## config.mk

```make
export PLATFORM = sky130hd
export DESIGN_NAME = fetch_unit_flat
export DESIGN_NICKNAME = d
export VERILOG_FILES = /design/src/rtl/fetch_unit_if.sv /design/src/rtl/fetch_unit.sv /design/src/flat_wrapper.sv
export SDC_FILE = /design/constraint.sdc
export NUM_CORES = 1
export LEC_CHECK = 0
export BUFFER_PORTS_ARGS = -buffer_cell sky130_fd_sc_hd__buf_2
export CAP_MARGIN = 40
export CORE_MARGIN = 3
export CORE_UTILIZATION = 60
export CTS_BUF_LIST = sky130_fd_sc_hd__clkbuf_4
export DETAILED_ROUTE_END_ITERATION = 8
export PLACE_DENSITY_LB_ADDON = 0.25
export SKIP_CTS_REPAIR_TIMING = 1
export SYNTH_ARGS = -nofsm -noshare
export SYNTH_HDL_FRONTEND = slang
export SYNTH_SLANG_ARGS = --single-unit
```

## constraint.sdc

```tcl
create_clock -name clk -period 2.8 [get_ports clk]
set_input_delay 0.14 -clock clk [delete_from_list [all_inputs] [get_ports clk]]
set_output_delay 0.14 -clock clk [all_outputs]
set_load 0.005 [all_outputs]
```

## src/rtl/fetch_unit_if.sv

```systemverilog
// ---------------------------------------------------------------------------
// fetch_unit_if
//   Instruction-memory request/response bus between the fetch stage and the
//   instruction memory.
//
//   Signals
//     imem_req    master->slave  read request
//     imem_addr   master->slave  16-bit byte address of the request
//     imem_gnt    slave->master  request accepted when imem_req && imem_gnt
//     imem_rvalid slave->master  read data valid; responses return in order
//     imem_rdata  slave->master  16-bit instruction word
//
//   Modports
//     master : the fetch unit (issues requests, consumes responses)
//     slave  : the instruction memory (grants requests, returns data)
// ---------------------------------------------------------------------------
interface fetch_unit_if;

   logic        imem_req;
   logic [15:0] imem_addr;
   logic        imem_gnt;
   logic        imem_rvalid;
   logic [15:0] imem_rdata;

   // The fetch stage drives the request side and listens to grant/response.
   modport master (
      output imem_req,
      output imem_addr,
      input  imem_gnt,
      input  imem_rvalid,
      input  imem_rdata
   );

   // The memory grants requests and returns data in request order.
   modport slave (
      input  imem_req,
      input  imem_addr,
      output imem_gnt,
      output imem_rvalid,
      output imem_rdata
   );

endinterface

```

## src/rtl/fetch_unit.sv

```systemverilog
// ---------------------------------------------------------------------------
// fetch_unit
//   Instruction fetch stage, directly upstream of decode_unit.
//   Holds the PC, issues 16-bit instruction reads to the instruction memory,
//   buffers returned instructions in a small in-order FIFO and presents the
//   FIFO head to decode. Honours decode's stall and the execute-stage branch
//   redirect.
//
//   Parameters
//     RESET_PC    PC value after reset (byte address)
//     FIFO_DEPTH  instruction buffer entries (power of 2, >= 2)
//     MAX_OUT     max outstanding memory requests (>= 1, <= FIFO_DEPTH)
//
//   Ports
//     clk              clock
//     reset            asynchronous, active-high reset
//     fetch_en         1 = fetching permitted
//     stall            decode stall; hold current output
//     is_branch_taken  one-cycle redirect strobe from execute
//     branch_target    absolute redirect byte address
//     imem             instruction memory bus (master side)
//     instr            instruction to decode, 16'h0000 (NOP) when not valid
//     instr_pc         PC of instr, 0 when not valid
//     instr_valid      instr holds a real instruction
// ---------------------------------------------------------------------------
module fetch_unit #(
   parameter logic [15:0] RESET_PC   = 16'h0000,
   parameter int          FIFO_DEPTH = 4,
   parameter int          MAX_OUT    = 2
) (
   input  logic               clk,
   input  logic               reset,
   input  logic               fetch_en,
   input  logic               stall,
   input  logic               is_branch_taken,
   input  logic [15:0]        branch_target,
   fetch_unit_if.master       imem,
   output logic [15:0]        instr,
   output logic [15:0]        instr_pc,
   output logic               instr_valid
);

   // Pointer/count widths. The request-address queue is sized to MAX_OUT,
   // which need not be a power of two, so its pointers wrap explicitly.
   localparam int FPW = $clog2(FIFO_DEPTH);
   localparam int FCW = $clog2(FIFO_DEPTH + 1);
   localparam int OCW = $clog2(MAX_OUT + 1);
   localparam int QPW = (MAX_OUT > 1) ? $clog2(MAX_OUT) : 1;
   localparam int SW  = FCW + 1;

   typedef enum logic [1:0] {
      IDLE  = 2'd0,
      FETCH = 2'd1,
      FLUSH = 2'd2
   } state_t;

   state_t            state;
   state_t            state_next;
   logic [15:0]       pc;
   logic [OCW-1:0]    outstanding;
   logic [OCW-1:0]    discard;

   // Instruction buffer: data word plus the PC it was fetched from.
   logic [15:0]       fifo_data [FIFO_DEPTH];
   logic [15:0]       fifo_pc   [FIFO_DEPTH];
   logic [FPW-1:0]    rd_ptr;
   logic [FPW-1:0]    wr_ptr;
   logic [FCW-1:0]    fifo_count;

   // Addresses of requests that have been accepted but not yet answered.
   logic [15:0]       req_pc_q [MAX_OUT];
   logic [QPW-1:0]    req_rd;
   logic [QPW-1:0]    req_wr;

   logic              redirect;
   logic              resp;
   logic              accept;
   logic              can_issue;
   logic              push;
   logic              pop;
   logic [SW-1:0]     credit_used;
   logic [OCW-1:0]    resp_remaining;
   logic [15:0]       resp_pc;

   // Wrap a request-queue pointer at MAX_OUT entries.
   function automatic logic [QPW-1:0] q_next(input logic [QPW-1:0] p);
      if (p == QPW'(MAX_OUT - 1)) begin
         return '0;
      end
      return p + QPW'(1);
   endfunction

   // Handshake decode. A redirect is only honoured once fetching has started
   // (IDLE ignores it). A response is only meaningful while something is in
   // flight, which also keeps the counters from underflowing on a stray
   // rvalid. The issue decision uses registered counts only, so a pop in the
   // same cycle does not free a credit until the next cycle.
   assign redirect       = is_branch_taken && (state != IDLE);
   assign resp           = imem.imem_rvalid && (outstanding != '0);
   assign credit_used    = SW'(fifo_count) + SW'(outstanding);
   assign can_issue      = (state != IDLE) && fetch_en && !is_branch_taken
                           && (outstanding < OCW'(MAX_OUT))
                           && (credit_used < SW'(FIFO_DEPTH));
   assign accept         = can_issue && imem.imem_gnt;
   assign resp_remaining = outstanding - OCW'(resp);
   assign resp_pc        = req_pc_q[req_rd];

   // A response is kept only when nothing is waiting to be discarded and no
   // redirect arrives in the same cycle (that response is stale too).
   assign push = resp && !redirect && (discard == '0);
   assign pop  = instr_valid && !stall && !is_branch_taken;

   // Memory request side is purely combinational from the PC and credits.
   assign imem.imem_req  = can_issue;
   assign imem.imem_addr = pc;

   // Show-ahead output: the FIFO head goes straight to decode, and a NOP
   // with PC 0 is presented whenever the buffer is empty.
   assign instr_valid = (fifo_count != '0);
   assign instr       = instr_valid ? fifo_data[rd_ptr] : 16'h0000;
   assign instr_pc    = instr_valid ? fifo_pc[rd_ptr]   : 16'h0000;

   // State register for the fetch FSM.
   always_ff @(posedge clk or posedge reset) begin
      if (reset) begin
         state <= IDLE;
      end else begin
         state <= state_next;
      end
   end

   // Next-state logic. A redirect goes to FLUSH only if stale requests will
   // still be in flight after this cycle; otherwise the new path can start
   // straight away in FETCH. FLUSH returns to FETCH on the response that
   // retires the last stale request. FETCH drops back to IDLE only once
   // fetching is disabled and the memory has nothing left to return.
   always_comb begin
      state_next = state;
      case (state)
         IDLE: begin
            if (fetch_en) begin
               state_next = FETCH;
            end
         end
         FETCH: begin
            if (redirect) begin
               state_next = (resp_remaining != '0) ? FLUSH : FETCH;
            end else if (!fetch_en && (outstanding == '0)) begin
               state_next = IDLE;
            end
         end
         FLUSH: begin
            if (redirect) begin
               state_next = (resp_remaining != '0) ? FLUSH : FETCH;
            end else if (resp && (discard == OCW'(1))) begin
               state_next = FETCH;
            end
         end
         default: begin
            state_next = IDLE;
         end
      endcase
   end

   // Program counter. A redirect wins over everything; otherwise the PC
   // advances by one halfword per accepted request and wraps at 16 bits.
   always_ff @(posedge clk or posedge reset) begin
      if (reset) begin
         pc <= RESET_PC;
      end else if (redirect) begin
         pc <= branch_target;
      end else if (accept) begin
         pc <= pc + 16'd2;
      end
   end

   // Outstanding request count. Accept and response in the same cycle
   // cancel out. Requests are never accepted in a redirect cycle, so the
   // count stays exact across redirects.
   always_ff @(posedge clk or posedge reset) begin
      if (reset) begin
         outstanding <= '0;
      end else begin
         outstanding <= outstanding + OCW'(accept) - OCW'(resp);
      end
   end

   // Discard counter: number of stale responses still to be dropped. A
   // redirect reloads it with everything still in flight after this cycle,
   // which also handles a second redirect arriving while already flushing.
   always_ff @(posedge clk or posedge reset) begin
      if (reset) begin
         discard <= '0;
      end else if (redirect) begin
         discard <= resp_remaining;
      end else if (resp && (discard != '0)) begin
         discard <= discard - OCW'(1);
      end
   end

   // Request-address queue pointers. Every response retires the oldest
   // entry, whether its data is kept or dropped, so the queue always lines
   // up with the in-order responses.
   always_ff @(posedge clk or posedge reset) begin
      if (reset) begin
         req_rd <= '0;
         req_wr <= '0;
      end else begin
         if (accept) begin
            req_wr <= q_next(req_wr);
         end
         if (resp) begin
            req_rd <= q_next(req_rd);
         end
      end
   end

   // Request-address storage; the entry is only read once its pointer has
   // been written, so it needs no reset.
   always_ff @(posedge clk) begin
      if (accept) begin
         req_pc_q[req_wr] <= pc;
      end
   end

   // Instruction buffer control. A redirect empties the buffer so decode
   // sees no valid instruction in the following cycle.
   always_ff @(posedge clk or posedge reset) begin
      if (reset) begin
         rd_ptr     <= '0;
         wr_ptr     <= '0;
         fifo_count <= '0;
      end else if (redirect) begin
         rd_ptr     <= '0;
         wr_ptr     <= '0;
         fifo_count <= '0;
      end else begin
         if (push) begin
            wr_ptr <= wr_ptr + FPW'(1);
         end
         if (pop) begin
            rd_ptr <= rd_ptr + FPW'(1);
         end
         fifo_count <= fifo_count + FCW'(push) - FCW'(pop);
      end
   end

   // Instruction buffer storage, written with the returned word and the PC
   // of the request it answers.
   always_ff @(posedge clk) begin
      if (push) begin
         fifo_data[wr_ptr] <= imem.imem_rdata;
         fifo_pc[wr_ptr]   <= resp_pc;
      end
   end

   // The credit rule reserves a buffer slot for every request in flight, so
   // a push into a full buffer without a pop can only mean a broken design.
   a_no_overflow: assert property (@(posedge clk) disable iff (reset)
      !(push && !pop && (fifo_count == FCW'(FIFO_DEPTH))));

   // Every response must be answering a request.
   a_resp_has_req: assert property (@(posedge clk) disable iff (reset)
      !(imem.imem_rvalid && (outstanding == '0)));

endmodule
```

## src/flat_wrapper.sv

```systemverilog
// flat-port wrapper written by rule: the top's interface ports become plain ports
module fetch_unit_flat 
#(
   parameter logic [15:0] RESET_PC   = 16'h0000,
   parameter int          FIFO_DEPTH = 4,
   parameter int          MAX_OUT    = 2
)
  (clk, reset, fetch_en, stall, is_branch_taken, branch_target, instr, instr_pc, instr_valid, imem_imem_req, imem_imem_addr, imem_imem_gnt, imem_imem_rvalid, imem_imem_rdata);
  fetch_unit_if imem_i ();
  input  logic clk;
  input  logic reset;
  input  logic fetch_en;
  input  logic stall;
  input  logic is_branch_taken;
  input  logic [15:0] branch_target;
  output logic [15:0] instr;
  output logic [15:0] instr_pc;
  output logic instr_valid;
  output wire logic [$bits(imem_i.imem_req)-1:0] imem_imem_req;
  output wire logic [$bits(imem_i.imem_addr)-1:0] imem_imem_addr;
  input wire logic [$bits(imem_i.imem_gnt)-1:0] imem_imem_gnt;
  input wire logic [$bits(imem_i.imem_rvalid)-1:0] imem_imem_rvalid;
  input wire logic [$bits(imem_i.imem_rdata)-1:0] imem_imem_rdata;
  assign imem_imem_req = imem_i.imem_req;
  assign imem_imem_addr = imem_i.imem_addr;
  assign imem_i.imem_gnt = imem_imem_gnt;
  assign imem_i.imem_rvalid = imem_imem_rvalid;
  assign imem_i.imem_rdata = imem_imem_rdata;
  fetch_unit #(.RESET_PC(RESET_PC), .FIFO_DEPTH(FIFO_DEPTH), .MAX_OUT(MAX_OUT)) u_core (.clk(clk), .reset(reset), .fetch_en(fetch_en), .stall(stall), .is_branch_taken(is_branch_taken), .branch_target(branch_target), .imem(imem_i), .instr(instr), .instr_pc(instr_pc), .instr_valid(instr_valid));
endmodule
```

**Word level (Yosys, flattened, before mapping)**

Memory sizes are Yosys's and may differ from the RTL's.
Index checks and enable logic that the tools add are counted.
W data, S select, Z words.

- Equal/unequal tests: 6
- Add/sub/neg operators: 12
- Muxes and demuxes: 30
- Reduce and logical (&&, ||, !) cells: 31
- $lt $le $gt $ge: 2

Operators with widths:

| kind | count |
|---|---|
| $mux W16 | 4 |
| $mux W2 | 12 |
| $add A16 B2 Y16 const B | 1 |
| $reduce_bool A2 Y1 | 8 |
| $logic_and A1 B1 Y1 | 14 |
| $mux W1 | 12 |
| $logic_not A2 Y1 | 3 |
| $ne A3 B1 Y1 const B | 2 |
| $pmux W2 S3 | 1 |
| $add A2 B1 Y2 const B | 2 |
| $add A3 B2 Y4 | 1 |
| $eq A2 B1 Y1 const B | 2 |
| $logic_not A1 Y1 | 4 |
| $lt A4 B3 Y1 const B | 1 |
| $sub A2 B1 Y2 | 2 |
| $add A3 B1 Y3 | 1 |
| $mux W3 | 1 |
| $reduce_and A3 Y1 | 1 |
| $reduce_bool A3 Y1 | 1 |
| $sub A3 B1 Y3 | 1 |
| $add A1 B1 Y1 const B | 2 |
| $add A2 B1 Y2 | 1 |
| $eq A2 B2 Y1 const B | 1 |
| $lt A2 B2 Y1 const B | 1 |
| other kinds (2) | 2 |

- Memory bits (writable): 160
- Bits of input ports: 39
- Word-level logic and storage cells: 93
- Output and inout port bits: 50
- Memories: 3
- Register bits after elaboration: 31

Memories:

| name | words | bits a word | read ports | clocked after Yosys merged registers in | wr ports | RTL line | source |
|---|---|---|---|---|---|---|---|
| u_core.fifo_data | 4 | 16 | 1 | 0 | 1 | fetch_unit.sv:64 | `logic [15:0] fifo_data [FIFO_DEPTH];` |
| u_core.fifo_pc | 4 | 16 | 1 | 0 | 1 | fetch_unit.sv:65 | `logic [15:0] fifo_pc [FIFO_DEPTH];` |
| u_core.req_pc_q | 2 | 16 | 1 | 0 | 1 | fetch_unit.sv:71 | `logic [15:0] req_pc_q [MAX_OUT];` |

**Longest topological paths before layout**

- Depth after elaboration: 8
- Depth in mapped cells: 10
- Gate-level depth less buffers: 10

**Least setup slack after synthesis**

Ideal clock, no wire load.

- Path type: reg-to-reg
- Start point: reg u_core.fifo_count[1]
- End point: mem u_core.req_pc_q[0][0] (enable)
- Clock period less this slack: 2.390 ns
- Arrival: 2.002 ns
- Setup slack: 0.410 ns
- Library setup time: 0.388 ns
- Buffers on the path: 0
- Cell stages (with the launch flop): 7
- Data required time: 2.412 ns
- Cell sequence: dfrtp_1 > ha_1 > nor3b_2 > nand4b_4 > inv_1 > nand2_1 > nor2_1

- Longest elaborated chain between the ends: 6

Ends and longest elaborated chain:

| item | RTL line | source |
|---|---|---|
| start, declared | fetch_unit.sv:68 | `logic [FCW-1:0] fifo_count;` |
| start signal, assigned | fetch_unit.sv:244 | `fifo_count <= fifo_count + FCW'(push) - FCW'(pop);` |
| $add A3 B2 Y4 | fetch_unit.sv:100 | `assign credit_used = SW'(fifo_count) + SW'(outstanding);` |
| $lt A4 B3 Y1 | fetch_unit.sv:103 | `&& (credit_used < SW'(FIFO_DEPTH));` |
| $logic_and A1 B1 Y1 | fetch_unit.sv:103 |  |
| via imem_imem_req | flat_wrapper.sv:19 | `output wire logic [$bits(imem_i.imem_req)-1:0] imem_imem_req;` |
| $logic_and A1 B1 Y1 | fetch_unit.sv:104 | `assign accept = can_issue && imem.imem_gnt;` |
| $mux W1 | fetch_unit.sv:221 | `if (accept) begin` |
| $mux W1 (implied by the code) | fetch_unit.sv:222 | `req_pc_q[req_wr] <= pc;` |
| end, declared | fetch_unit.sv:71 |  |

The timed path passes the listed nets, and every way through them passes these cells.

**Worst setup path in the final report**

- Start point: reg u_core.fifo_count[1]
- End point: mem u_core.req_pc_q[0][9] (enable)

- Longest elaborated chain between the ends: 6

Ends and longest elaborated chain:

| item | RTL line |
|---|---|
| $add A3 B2 Y4 | fetch_unit.sv:100 |
| $lt A4 B3 Y1 | fetch_unit.sv:103 |
| $logic_and A1 B1 Y1 | fetch_unit.sv:103 |
| $logic_and A1 B1 Y1 | fetch_unit.sv:104 |
| $mux W1 | fetch_unit.sv:221 |
| $mux W1 (implied by the code) | fetch_unit.sv:222 |

Every way passes these cells.

==> reports/metrics.yaml <==
synth:
  synth_top_area_share_pct: 61.3
  synth_seq_area_share_pct: 71.2
  synth_area_sq_um: 7840
  synth-seq-cells: 191
  yosys.area.top_type: "edfxtp_1"
  ys_types: 38
  avgSynthCellArea_sq_um: 17.6
  async_reset_ff_share_pct: 16.2
  synth_area_leaders: "edfxtp_1, dfrtp_1, mux4_2, nor2b_1, xnor2_1"
  synth_flop_cell: "edfxtp_1"
  syn_nets: 497
  synth_edf_count: 160
  ys_warn_count: 0
  synth_cells: 445
place:
  io_buffers: 88
  post-place-ws_ns: 0.500
  place_area_sq_um: 8520
  finalWeightedCongestion: 0.868
  dp_hpwl_microns: 8280
pwr:
  p_leak_nw: 3.32
  power_frac_seq_pct: 52.0
  power_w: 0.00759
  p_sw_w: 0.00240
  power-per-cell-area_nw_per_um2: 836
  internal_power_w: 0.00519
  p_comb_share_pct: 32.7
  p_clk_share_pct: 15.3
  swShare_pct: 31.6
  peakVddDrop_mv: 0.538
die:
  die_w_microns: 120
  fp.dieH_microns: 120
  core-area_sq_um: 12700
  num_rows: 41
  initial_core_util_pct: 61.8
  io_pins: 89
  die-area_sq_um: 14500
routing:
  dr_wl_met3_microns: 597
  remaining_drc_errors: 0
  drtPass1Iterations: 4
  drt_iter0_markers: 254
  vias_per_cell: 5.54
  wl_met2_microns: 6900
  wl_per_cell_microns: 17.7
  top_layer: "met4"
  final_antenna_net_count: 0
  routed_wl_microns: 13600
  vias: 4257
  drt-met1-wl_microns: 5900
cells_and_area:
  nets: 636
  fill_cells: 826
  antenna-diode-count: 0
  fin_area_sq_um: 9090
  sequential_cell_area_sq_um: 5580
  drive_gt1_share_pct: 31.5
  synthToLayoutAreaGrowth_pct: 16.0
  multiInputGateArea_sq_um: 2110
sta:
  finClkSkew_ns: 0.00902
  period_minus_slack_ns: 2.31
  min_period_over_period_pct: 82.6
  fin_ws_ns: 0.487
  fmax_ghz: 0.432
  drv_slew: 0
  tightestPinTransition_ns: 0.760
  timing.hold.ws_ns: 0.0397
  rsz0062_at_grt: "no"
  setup_viol: 0
  hold_violations: 0
  relSlewSlack_pct: 49.3
  tns_ns: 0
clocking:
  root_buffer: "clkbuf_4"
  htreeDepth: 4
  clockBufferDepth: 2
  clkLatencyLatePin_ns: 0.53
  clock_sinks: 191
  cts_tree: "yes"
  path_clk_slew_ns: 0.13
  numCtsBuffers: 17
global_routing:
  antenna_found_initial: 0
  grt_pass1_vias: 4223
  grt_overflow_total: 0
  grt_max_degree: 34
  grt.total_usage_pct: 19.4
  grt_pass1_wl_microns: 21500
worst_setup_path:
  r2r-start: "u_core.fifo_count[1]"
  worst-setup-path-type: "flop to flop"
  startpoint_type: "flop"
  r2r_cells: 7
  cp-end-kind: "flop"
  cp.required_ns: 3.04
  cp.arrival_ns: 2.55
  startpoint: "u_core.fifo_count[1]"
  crit_fanout: 16
outcome:
  outcome: "finished clean"
min_path:
  hold_class: "input pin to flop"
  hold_start: "imem_imem_gnt"
  whs_path_depth: 3
run:
  max_cap_viol_count: 0
==> Yosys cell counts, drive strengths merged (6+ instances only) <==
cell type  instances
edfxtp           160
nor2b             33
mux4              32
dfrtp             31
nand2             21
xnor2             21
nor2              18
inv               17
mux2              16
o21ai             15
ha                12
clkbuf            10
a21oi              9
buf                8
nand3              7
nor3               6
nor4               6
==> worst max-delay path, cell delays in order (launching register included) <==
cell	delay (ns)
dfrtp_1	0.47
ha_1	0.24
nor3b_2	0.25
nand4b_4	0.32
inv_1	0.19
nand2_1	0.18
nor2_1	0.13
buf_4	0.24
==> sequential cells by signal, indices dropped and copies added (netlist names) <==
| name | cells |
|---|---|
| u_core.fifo_data | 64 |
| u_core.imem.imem_addr | 16 |
| u_core.state | 2 |
| u_core.wr_ptr | 2 |
| u_core.req_wr | 1 |
| u_core.outstanding | 2 |
| u_core.req_rd | 1 |
| u_core.fifo_pc | 64 |
| u_core.discard | 2 |
| u_core.req_pc_q | 32 |
| u_core.rd_ptr | 2 |
| u_core.fifo_count | 3 |
==> logic make-up (layout without fill, tap and decap cells) <==
logic type / Yosys count / count (layout) / share of synthesized area, %
adder cells (fa/ha/maj): 13 / 13 / 2.17
AO/OA/AOI/OAI: 29 / 29 / 2.08
AND/OR/NAND/NOR: 105 / 105 / 8.46
XOR/XNOR: 23 / 23 / 2.57
multiplexers: 49 / 49 / 11.6
buffers and inverters: 35 / 186 / 1.87
flip-flops: 191 / 191 / 71.2
==> final cells by class <==
class | count | area share, %
Clock inverter | 10 | 0.537
Multi-Input combinational cell | 219 | 23.3
Timing Repair Buffer | 138 | 9.97
Clock buffer | 21 | 1.74
Sequential cell | 191 | 61.4
Inverter | 17 | 0.702
Tap cell | 172 | 2.37
==> power groups by stage <==
stage	clock [W]	combinational, W	sequential (W)
after floorplan	0	0.00170	0.00388
after global placement	0	0.00242	0.00398
after detailed placement	0	0.00248	0.00401
after CTS	0.00120	0.00249	0.00395
after global routing	0.00132	0.00277	0.00401
final	0.00116	0.00248	0.00395
==> through the flow <==
| stage | util (%) | cells |
|---|---|---|
| 3_5_place_dp | 67.2 | 701 |
| 2_1_floorplan | - | 445 |
| 5_1_grt | 71.7 | 768 |
| 6_report | 71.7 | 768 |
| 4_1_cts | 68.9 | 732 |
| 3_3_place_gp | 67.2 | 701 |
==> per-layer routing <==
metal	global-route usage [%]	vias up
met5	0	-
met4	7.15	0
met3	4.58	16
met2	30.6	116
met1	26.9	2161
li1	-	1964
==> final timing paths <==
kind,to,slack (ns)
setup / recovery,u_core.req_pc_q[0][9],0.49
hold / removal,u_core.req_wr,0.04
setup reg to reg,u_core.req_pc_q[0][9],0.49
hold reg to reg,u_core.req_wr,0.51
max in group asynchronous,u_core.rd_ptr[0],2.26
min in group asynchronous,u_core.wr_ptr[0],0.23
==> placed cells by master (no fill, tap or decap), types with 2 or more instances in the layout <==
cell           synthesis  routed
mux4_2                32      32
o21ai_1                2       2
inv_1                 17      17
dlygate4sd3_1          0      36
a21oi_1                9       9
ha_1                  12      12
o21ai_0               13      13
edfxtp_1             160     160
nor4_4                 4       4
nor3_1                 6       5
xnor2_1               21      21
a21boi_0               2       2
clkbuf_4               0      21
buf_4                  0      14
o311a_1                2       2
nor2_1                18      18
and2_1                 5       5
xor2_1                 2       2
dfrtp_1               31      30
nand3_1                7       7
nor2b_1               33      33
mux2_2                16      16
nand2_1               21      21
clkinv_1               0       4
buf_2                  6      88
clkinv_2               0       5
Power figures use the tool's default switching activity.
